## src/rtl/demux_scan_n.sv

```systemverilog
// demux_scan_n: registered 1-to-N demultiplexer with an auto-scan mode for
// time-multiplexed display drivers (e.g. 7-segment digit strobing).
//
// Direct mode routes i_in to channel i_sel with a one-cycle strobe. Scan mode
// steps a pointer across the channels every SCAN_DIV cycles. The channel under
// the pointer tracks its slice of i_scan_data live.
//
// Ports:
//   i_clk        clock, rising edge
//   i_rst_n      asynchronous active-low reset
//   i_mode       0 = direct, 1 = scan
//   i_hold       1 = inactive channels keep their value, 0 = they load IDLE_VAL
//   i_valid      direct-mode write qualifier
//   i_sel        direct-mode target channel
//   i_in         direct-mode data word
//   i_scan_data  scan-mode data, channel k at [k*WIDTH +: WIDTH]
//   o_data       registered channel outputs, same packing as i_scan_data
//   o_strobe     one-hot pulse on a channel load (direct) or scan step (scan)
//   o_active_ch  current channel
//   o_err        sticky: out-of-range direct select seen
module demux_scan_n #(
  parameter int unsigned      WIDTH    = 8,
  parameter int unsigned      CHANNELS = 4,
  parameter int unsigned      SEL_W    = 2,
  parameter int unsigned      SCAN_DIV = 50000,
  parameter logic [WIDTH-1:0] IDLE_VAL = '0
) (
  input  logic                      i_clk,
  input  logic                      i_rst_n,
  input  logic                      i_mode,
  input  logic                      i_hold,
  input  logic                      i_valid,
  input  logic [SEL_W-1:0]          i_sel,
  input  logic [WIDTH-1:0]          i_in,
  input  logic [CHANNELS*WIDTH-1:0] i_scan_data,
  output logic [CHANNELS*WIDTH-1:0] o_data,
  output logic [CHANNELS-1:0]       o_strobe,
  output logic [SEL_W-1:0]          o_active_ch,
  output logic                      o_err
);

  localparam int unsigned      PresW   = (SCAN_DIV > 1) ? $clog2(SCAN_DIV) : 1;
  localparam logic [PresW-1:0] PresMax = PresW'(SCAN_DIV - 1);
  localparam logic [SEL_W-1:0] LastCh  = SEL_W'(CHANNELS - 1);

  logic [CHANNELS-1:0][WIDTH-1:0] data_q, data_d;
  logic [CHANNELS-1:0][WIDTH-1:0] scan_arr;
  logic [CHANNELS-1:0]            strobe_q, strobe_d;
  logic [SEL_W-1:0]               act_q, act_d;
  logic [SEL_W-1:0]               ptr_q, ptr_d;
  logic [PresW-1:0]               presc_q, presc_d;
  logic                           mode_q;
  logic                           err_q, err_d;

  logic                           mode_chg;
  logic                           tick;
  logic                           sel_ok;
  logic                           load_en;
  logic [SEL_W-1:0]               load_ch;
  logic [WIDTH-1:0]               load_val;
  logic                           strobe_en;
  logic [SEL_W-1:0]               strobe_idx;

  assign scan_arr = i_scan_data;

  always_comb begin
    presc_d    = presc_q;
    ptr_d      = ptr_q;
    act_d      = act_q;
    err_d      = err_q;
    load_en    = 1'b0;
    load_ch    = '0;
    load_val   = '0;
    strobe_en  = 1'b0;
    strobe_idx = '0;
    mode_chg   = (mode_q != i_mode);
    tick       = 1'b0;
    sel_ok     = (32'(i_sel) < CHANNELS);

    if (mode_chg) begin
      // Restart the scan sequence; no strobe and no direct write on this edge.
      presc_d = '0;
      ptr_d   = '0;
      if (i_mode) begin
        act_d    = '0;
        load_en  = 1'b1;
        load_ch  = '0;
        load_val = scan_arr[0];
      end
    end else if (mode_q) begin
      tick = (presc_q == PresMax);
      if (tick) begin
        presc_d    = '0;
        ptr_d      = (ptr_q == LastCh) ? '0 : ptr_q + 1'b1;
        strobe_en  = 1'b1;
        strobe_idx = ptr_d;
      end else begin
        presc_d = presc_q + 1'b1;
      end
      // Active channel follows its scan slice every cycle.
      act_d    = ptr_d;
      load_en  = 1'b1;
      load_ch  = ptr_d;
      load_val = scan_arr[ptr_d];
    end else if (i_valid) begin
      if (sel_ok) begin
        act_d      = i_sel;
        load_en    = 1'b1;
        load_ch    = i_sel;
        load_val   = i_in;
        strobe_en  = 1'b1;
        strobe_idx = i_sel;
      end else begin
        err_d = 1'b1;
      end
    end

    for (int unsigned k = 0; k < CHANNELS; k++) begin
      strobe_d[k] = strobe_en && (strobe_idx == SEL_W'(k));
      if (load_en && (load_ch == SEL_W'(k))) begin
        data_d[k] = load_val;
      end else if (i_hold) begin
        data_d[k] = data_q[k];
      end else begin
        data_d[k] = IDLE_VAL;
      end
    end
  end

  always_ff @(posedge i_clk or negedge i_rst_n) begin
    if (!i_rst_n) begin
      data_q   <= {CHANNELS{IDLE_VAL}};
      strobe_q <= '0;
      act_q    <= '0;
      ptr_q    <= '0;
      presc_q  <= '0;
      mode_q   <= 1'b0;
      err_q    <= 1'b0;
    end else begin
      data_q   <= data_d;
      strobe_q <= strobe_d;
      act_q    <= act_d;
      ptr_q    <= ptr_d;
      presc_q  <= presc_d;
      mode_q   <= i_mode;
      err_q    <= err_d;
    end
  end

  assign o_data      = data_q;
  assign o_strobe    = strobe_q;
  assign o_active_ch = act_q;
  assign o_err       = err_q;

endmodule

```

## config.mk

```make
export PLATFORM = sky130hd
export DESIGN_NAME = demux_scan_n
export DESIGN_NICKNAME = d
export VERILOG_FILES = /design/src/rtl/demux_scan_n.sv
export SDC_FILE = /design/constraint.sdc
export NUM_CORES = 1
export LEC_CHECK = 0
export CAP_MARGIN = 25
export CELL_PAD_IN_SITES_DETAIL_PLACEMENT = 1
export CELL_PAD_IN_SITES_GLOBAL_PLACEMENT = 1
export CORE_MARGIN = 2
export CORE_UTILIZATION = 38
export CTS_BUF_LIST = sky130_fd_sc_hd__clkbuf_4
export DETAILED_ROUTE_END_ITERATION = 8
export PLACE_DENSITY = 0.85
export SETUP_SLACK_MARGIN = 0.5
export SYNTH_ARGS = -nofsm -noshare
export SYNTH_HDL_FRONTEND = slang
export SYNTH_SLANG_ARGS = --single-unit
```

## constraint.sdc

```tcl
create_clock -name i_clk -period 3.4 [get_ports i_clk]
set_input_delay 0.68 -clock i_clk [delete_from_list [all_inputs] [get_ports i_clk]]
set_output_delay 0.68 -clock i_clk [all_outputs]
set_load 0.01 [all_outputs]
```

# Word level (Yosys, flattened, before mapping)
# Index checks and enable logic that the tools add are counted.
# Widths: inputs -> output; s select.
[word_totals]
ff_bits = 57
wordCells = 76
output_inout_bits = 39
[classes]
mux = 37
reduce_logical = 13
addsub = 2
order_cmp = 1
n_eq_ne = 14
[ops]
columns = ["cell", "n"]
rows = [
  ["$mux 8", 10],
  ["$mux 16", 3],
  ["$mux 2", 16],
  ["$add 16x1->16 const B", 1],
  ["$bmux 8 s2", 1],
  ["$eq 16x16->1 const B", 1],
  ["$eq 2x2->1 const B", 5],
  ["$logic_and 1x1->1", 8],
  ["$ne 2x1->1 const B", 4],
  ["$mux 1", 7],
  ["$eq 2x1->1 const B", 2],
  ["$logic_not 2->1", 2],
  ["$lt 2x3->1 const B", 1],
  ["$reduce_bool 3->1", 1],
  ["$add 2x1->2 const B", 1],
  ["$ne 2x2->1 const B", 1],
  ["$reduce_and 2->1", 1],
  ["$reduce_bool 2->1", 1],
  ["$ne 1x1->1", 1],
]

# Longest topological paths before layout
# Gate-level depths: netlist of the first run.
[depth]
ltp_word = 10
depth_mapped = 9
depth_no_buf = 7

# Worst setup path after synthesis of the first run
# No wires, ideal clock.
[synth_timing]
path_kind = "input-to-reg"
startpoint = "input i_mode"
endpoint = "register data_q (netlist bit o_data[16])"
arrival_time_ns = 2.528
n_path_buf = 3
stages = 9
setup_time_ns = 0.147
slack_ns = 0.725
cell_sequence = "clkbuf_1 > inv_1 > ha_1 > clkbuf_1 > or2_2 > nor3_1 > nand2b_1 > clkbuf_1 > mux2i_1"
[synth_between]
elab_chain_len = 5
elab_cells_between_ends = 10
cone_classes = "eq/ne (3); mux (6); reduce/logical (1)"
[synth_rtl]
columns = ["item", "line", "source"]
rows = [
  ["from (decl)", "30", "input logic i_mode,"],
  ["$ne 1x1->1", "76", "mode_chg = (mode_q != i_mode);"],
  ["$mux 2", "80", "if (mode_chg) begin"],
  ["$eq 2x2->1", "120", "if (load_en && (load_ch == SEL_W'(k))) begin"],
  ["$logic_and 1x1->1", "120", ""],
  ["$ne 2x1->1 (no source line) / $mux 8 (equally long branches)", "n/a", ""],
  ["to (signal assigned)", "132", "data_q <= {CHANNELS{IDLE_VAL}};"],
  ["to (signal assigned)", "140", "data_q <= data_d;"],
  ["to (decl)", "46", "logic [CHANNELS-1:0][WIDTH-1:0] data_q, data_d;"],
]
# Several ways; a longest one is shown, not always the timed one.
# A chain may end at the register's enable or synchronous reset.

# Worst setup path after layout of the first run
[layout_timing]
startpoint = "input i_mode"
endpoint = "register data_q (netlist bit o_data[4])"
[layout_between]
elab_chain_len = 5
elab_cells_between_ends = 10
cone_classes = "eq/ne (2); mux (6); reduce/logical (2)"
[layout_rtl]
columns = ["item", "line"]
rows = [
  ["$ne 1x1->1", "76"],
  ["$mux 2", "80"],
  ["$logic_not 2->1", "120"],
  ["$logic_and 1x1->1", "120"],
  ["$ne 2x1->1 (no source line) / $mux 8 (equally long branches)", "n/a"],
]
# Several ways; a longest one is shown, not always the timed one.

==> results.yml, run 1 <==
sta:
  worst_pin_slew_ns: 0.8747
  slew_headroom_pct: 41.51
  skew_ns: 0.01125
  period_share_pct: 82.10
  fmax_mhz: 358.3
  min_period_ns: 2.791
  setup_tns_ns: 0
  finalHoldViolCount: 0
  slew_violations: 0
  setup_viol: 0
  grt_setup_unrepaired: "no"
global_route:
  use_met2_pct: 39.78
  grt_pass1_vias: 3102
  antenna_found_initial: 0
  grt-ovfl-total: 0
  busiest_layer: "met2"
  grtUsageTotal_pct: 23.20
  met3_usage_pct: 3.831
  grt_start_max_net_pins: 37
  grt_util_met1_pct: 29.31
  grt_pass1_wl_um: 15910
power:
  powerDensity_nw_per_um2: 348.1
  finalPower_mw: 1.501
  p_leak_nw: 1.913
  irDropWorstVdd_mv: 0.1711
cells_and_area:
  syn_to_final_growth_pct: 37.60
  drive_gt1_share_pct: 17.94
  antenna_cells: 0
  nNetsFinal: 464
  fin_util_pct: 53.29
  fillers: 947
  fin_area_um2: 4313
clocking:
  clkSlewWorstSetupHoldPaths_ns: 0.10
  cts_made_buffers: 9
  cts_sinks: 57
  cts_tree: "yes"
  cts_hold_buf: 0
  h-tree-depth: 3
  worstSkewPairLatency_ns: 0.42
  clockBufferDepth: 2
  clockRootBuffer: "clkbuf_4"
floorplanning:
  die_x_um: 94.82
  core_um2: 8093
  top_level_ports: 86
  fp.dieArea_um2: 8991
  core.rowCount: 33
  start_util_pct: 38.73
  die_y_um: 94.82
logic_synthesis:
  synth-main-ff-cell: "dfrtp_1"
  yosysTopAreaCell: "dfrtp_1"
  synth_commonest_cells: "dfrtp_1 (57), nand2_1 (44), nor2_1 (25)"
  netlist_area_um2: 3134
  syn_nets: 362
  synth_cell_types: 52
  synthAdderAreaFrac_pct: 1.198
  yosys_warnings: 0
  yosysTopAreaCellShare_pct: 45.51
  synth-seq-cells: 57
  synth_top_family_by_area: "compound AO/OA/AOI/OAI gates"
  async_flop_share_pct: 100.0
  syn_area_per_cell_um2: 10.05
  syn_inst: 312
  yosysMostFrequentCell: "dfrtp_1"
  yosysSeqAreaShare_pct: 45.51
  muxShareOfSynthArea_pct: 14.89
  synth-edff-count: 0
  synthTopCellsByArea: "dfrtp_1 (46%), mux2_2 (7.9%), nand2_1 (5.3%)"
  synth_compound_area_share_pct: 16.33
  synth-xor-area-share_pct: 2.515
  synthSimpleGateAreaFrac_pct: 16.29
worst_setup_path:
  crit_required_ns: 3.72
  endpoint_kind: "flip-flop"
  cp-start-kind: "input pin"
  crit_arrival_ns: 3.11
  critical_path_class: "input pin to flip-flop"
  critPathMaxFanout: 11
drt:
  routed_via_density: 5.642
  drt_first_pass_iters: 5
  wirelength_um: 10340
  drt_iter0_markers: 198
  drtAntennaViolNets: 0
  wl_per_cell_um: 19.78
  vias: 2951
  drcViolationCount: 0
placement:
  portBuffers: 84
  placed_area_um2: 4165
  gp_congestion: 0.8493
  dp_hpwl_um: 7635
job:
  cap_violations: 0
outcome:
  status: "complete, no violations"
min_path:
  hold_class: "input pin to async pin"
-- path summary, 6_finish.rpt --
kind                                         from                      to  slack (ns)  cells after the start
min                                       i_rst_n   o_data[7]$_DFFE_PN0P_        0.21                      1
max in group asynchronous                 i_rst_n        mode_q$_DFF_PN0_        2.30                      2
max                                        i_mode   o_data[4]$_DFFE_PN0P_        0.61                      8
min in group i_clk         presc_q[3]$_DFFE_PN0P_  presc_q[3]$_DFFE_PN0P_        0.53                      1
min reg2reg                presc_q[3]$_DFFE_PN0P_  presc_q[3]$_DFFE_PN0P_        0.53                      1
max reg2reg                presc_q[0]$_DFFE_PN0P_   o_data[4]$_DFFE_PN0P_        0.63                      8
-- flip-flops by register name (all words and copies together) (netlist names) --
signal,flops
mode_q,1
o_active_ch,2
o_data,32
o_strobe,4
presc_q,16
ptr_q,2
-- worst max-delay path, stage by stage --
cell and delay, ns:
clkdlybuf4s50_1 0.51, inv_1 0.06, ha_1 0.42, nand2b_1 0.19, a211o_1 0.29, a221o_2 0.48, mux2_2 0.31, a31oi_1 0.17
-- timing repair --
item	in CTS	in global routing
gates resized for setup	0	5
setup endpoints to repair	1	24
pin swaps	1	5
setup buffers	0	5
-- layout by cell type, fill, tap and decap left out, types with 3 or more instances in the layout --
| cell type | instances |
|---|---|
| clkdlybuf4s50_1 | 83 |
| dfrtp_1 | 56 |
| nand2_1 | 43 |
| nor2_1 | 25 |
| mux2_2 | 22 |
| buf_4 | 21 |
| a31oi_1 | 18 |
| mux2i_1 | 16 |
| o21ai_0 | 12 |
| a21oi_1 | 12 |
| clkbuf_4 | 10 |
| a222oi_1 | 8 |
| a21boi_0 | 8 |
| nand3_1 | 6 |
| inv_1 | 5 |
| xor2_1 | 5 |
| nor2b_1 | 4 |
| nand2b_1 | 4 |
| xnor2_1 | 4 |
| clkinv_2 | 4 |
| and3_1 | 3 |
| mux2_4 | 3 |
| o31ai_1 | 3 |
| ha_1 | 3 |
-- kinds of logic after synthesis --
kind of cell / count (synthesis)
simple gates: 105
compound gates: 74
flops: 57
mux: 42
buf+inv: 21
xor+xnor: 9
fa+ha+maj: 3
other cells: 1
-- layer usage --
| layer | share of wire (%) | vias up |
|---|---|---|
| met5 | 0 | - |
| met4 | 1.9 | 0 |
| met3 | 5.7 | 21 |
| met2 | 51 | 100 |
| met1 | 42 | 1485 |
| li1 | - | 1345 |
-- stage by stage --
| step | hold WS, ns | setup WS [ns] | std cells |
|---|---|---|---|
| final | 0.2140 | 0.6087 | 523 |
| after global routing | 0.2323 | 0.5172 | 523 |
| after CTS | 0.2185 | 0.5085 | 518 |
| after detailed placement | 0.5154 | 0.1420 | 503 |
| after global placement | 0.4932 | 0.2607 | 503 |
| after floorplan | 0.3844 | 0.7248 | 312 |
-- report_power, final --
part           switching (mW)  internal (mW)  leakage, nW  total (mW)
combinational           0.171          0.190         1.07       0.361
sequential             0.0270          0.714        0.777       0.741
clock                   0.252          0.147       0.0632       0.399
total                   0.450           1.05         1.91        1.50
-- cell type report --
type / count / area (um2) / area share (%)
Clock buffer: 10 / 75.07 / 1.741
Clock inverter: 5 / 23.77 / 0.5512
Inverter: 6 / 26.28 / 0.6092
Multi-Input combinational cell: 234 / 1615 / 37.45
Sequential cell: 57 / 1428 / 33.10
Tap cell: 105 / 131.4 / 3.046
Timing Repair Buffer: 106 / 1013 / 23.50
Power figures use the tool's default switching activity.
==> inputs of run 2 (changes only) <==
==> constraint.sdc (replaced) <==
create_clock -name i_clk -period 2.9 [get_ports i_clk]
set_input_delay 0.58 -clock i_clk [delete_from_list [all_inputs] [get_ports i_clk]]
set_output_delay 0.58 -clock i_clk [all_outputs]
set_load 0.01 [all_outputs]
==> results.yml, run 2 (synthesis gave the netlist of run 1 again) <==
power:
  p_leak_nw: 2.087
  finalPower_mw: 1.841
  power.internal_mw: 1.265
  pwr-share-clk_pct: 26.2
  p_seq_share_pct: 47.2
  powerDensity_nw_per_um2: 391.4
  pwr-share-comb_pct: 26.5
  p_sw_mw: 0.5764
  irDropWorstVdd_mv: 0.2240
  p_sw_share_pct: 31.31
global_route:
  grt_pass1_vias: 3494
  grt_start_max_net_pins: 30
  antenna_found_initial: 0
  grt_pass1_wl_um: 18730
  grt-ovfl-total: 0
  grtUsageTotal_pct: 27.94
drt:
  routed_via_density: 5.870
  wirelength_um: 12730
  vias: 3246
  drt_first_pass_iters: 5
  drtAntennaViolNets: 0
  drt_iter0_markers: 203
  wl_per_cell_um: 23.02
  drcViolationCount: 0
cells_and_area:
  instances_no_fill: 553
  drive_gt1_share_pct: 25.67
  nNetsFinal: 494
  syn_to_final_growth_pct: 50.10
  fillers: 920
  final_cell_mix: "clkdlybuf4s50_1 (83), dfrtp_1 (52), nand2_1 (43)"
  largest_reg_flops: 32
  final_common_cell: "clkdlybuf4s50_1"
  antenna_cells: 0
worst_setup_path:
  critPathMaxFanout: 8
  cp-start-kind: "input pin"
  crit_start: "i_mode"
  critical_path_class: "input pin to flip-flop"
  crit_arrival_ns: 2.94
  crit_required_ns: 3.22
  worstReg2RegStart: "presc_q[1]$_DFFE_PN0P_"
  endpoint_kind: "flip-flop"
sta:
  grt_setup_unrepaired: "yes"
  worst_pin_slew_ns: 0.7573
  whs_ns: 0.5405
  final.setup.worst_slack_ns: 0.2841
  skew_ns: 0.01727
  setup_viol: 0
  min_period_ns: 2.616
  fmax_mhz: 382.3
  period_share_pct: 90.20
  finalHoldViolCount: 0
  slew_headroom_pct: 49.36
  slew_violations: 0
outcome:
  status: "complete, no violations"
floorplanning:
  start_util_pct: 38.73
  die_y_um: 94.82
  fp.dieArea_um2: 8991
  core_um2: 8093
  core.rowCount: 33
  die_x_um: 94.82
  top_level_ports: 86
clocking:
  worstSkewPairLatency_ns: 0.41
  cts_made_buffers: 9
  cts_tree: "yes"
  cts_sinks: 57
  clockRootBuffer: "clkbuf_4"
  clockBufferDepth: 2
  clkSlewWorstSetupHoldPaths_ns: 0.10
  h-tree-depth: 3
placement:
  place_ws_ns: -0.03346
  dp_hpwl_um: 7934
  dp.cells: 518
  portBuffers: 84
  gp_congestion: 0.8599
job:
  cap_violations: 0
min_path:
  hold_class: "input pin to async pin"
run 2: path summary, 6_finish.rpt:
path	endpoint	slack [ns]	cells past startpoint
max in group asynchronous	o_data[22]$_DFFE_PN0P_	1.75	3
worst max register to register	o_data[7]$_DFFE_PN0P_	0.30	10
worst min-delay path	o_data[12]$_DFFE_PN0P_	0.54	2
worst min register to register	o_data[16]$_DFFE_PN0P_	0.54	2
worst max-delay path	o_data[7]$_DFFE_PN0P_	0.28	9
min in group i_clk	o_data[16]$_DFFE_PN0P_	0.54	2
run 2: layer usage:
| metal | track usage, % | share of wire [%] | wire (um) | vias to the layer above |
|---|---|---|---|---|
| li1 | - | - | - | 1406 |
| met1 | 34.56 | 39 | 4928 | 1640 |
| met2 | 48.29 | 52 | 6556 | 157 |
| met3 | 5.188 | 6.2 | 786 | 43 |
| met4 | 10.63 | 3.6 | 456 | 0 |
| met5 | 0 | 0 | 0 | - |
run 2: power groups by stage:
stage / Sequential, mW / Clock (mW) / Combinational [mW]
floorplan: 0.892 / 0 / 0.172
global placement: 0.881 / 0 / 0.422
detailed placement: 0.883 / 0 / 0.443
CTS: 0.867 / 0.485 / 0.468
global route: 0.874 / 0.520 / 0.517
finish: 0.870 / 0.483 / 0.488
run 2: critical path, cell delays in order:
cell	delay, ns
clkdlybuf4s50_1	0.48
inv_1	0.06
ha_1	0.33
buf_4	0.18
o31a_1	0.32
a221o_1	0.38
buf_12	0.16
mux2_2	0.29
a31oi_1	0.17
run 2: layout make-up:
type	count	area [um2]	share of cell area, %
sequential	57	1433	30.45
inverter	6	23.77	0.5053
clock inverter	5	23.77	0.5053
clock buffer	10	75.07	1.596
tap	105	131.4	2.793
multi-input combinational	234	1742	37.02
timing repair buffer	136	1276	27.13
run 2: repair_timing:
item,CTS,global route
buffers inserted,11,7
pin swaps,12,7
gates cloned,1,0
hold endpoints to repair,5,0
endpoints found under the setup margin,42,41
hold buffers,1,0
gates resized for setup,23,7
run 2: stage by stage:
| stage | TNS, ns | cell area, um2 | util, % |
|---|---|---|---|
| 2_1_floorplan | 0 | 3174 | - |
| 3_3_place_gp | 0 | 4317 | 53.34 |
| 3_5_place_dp | -0.1372 | 4317 | 53.34 |
| 4_1_cts | 0 | 4621 | 57.10 |
| 5_1_grt | 0 | 4705 | 58.13 |
| 6_report | 0 | 4705 | 58.13 |
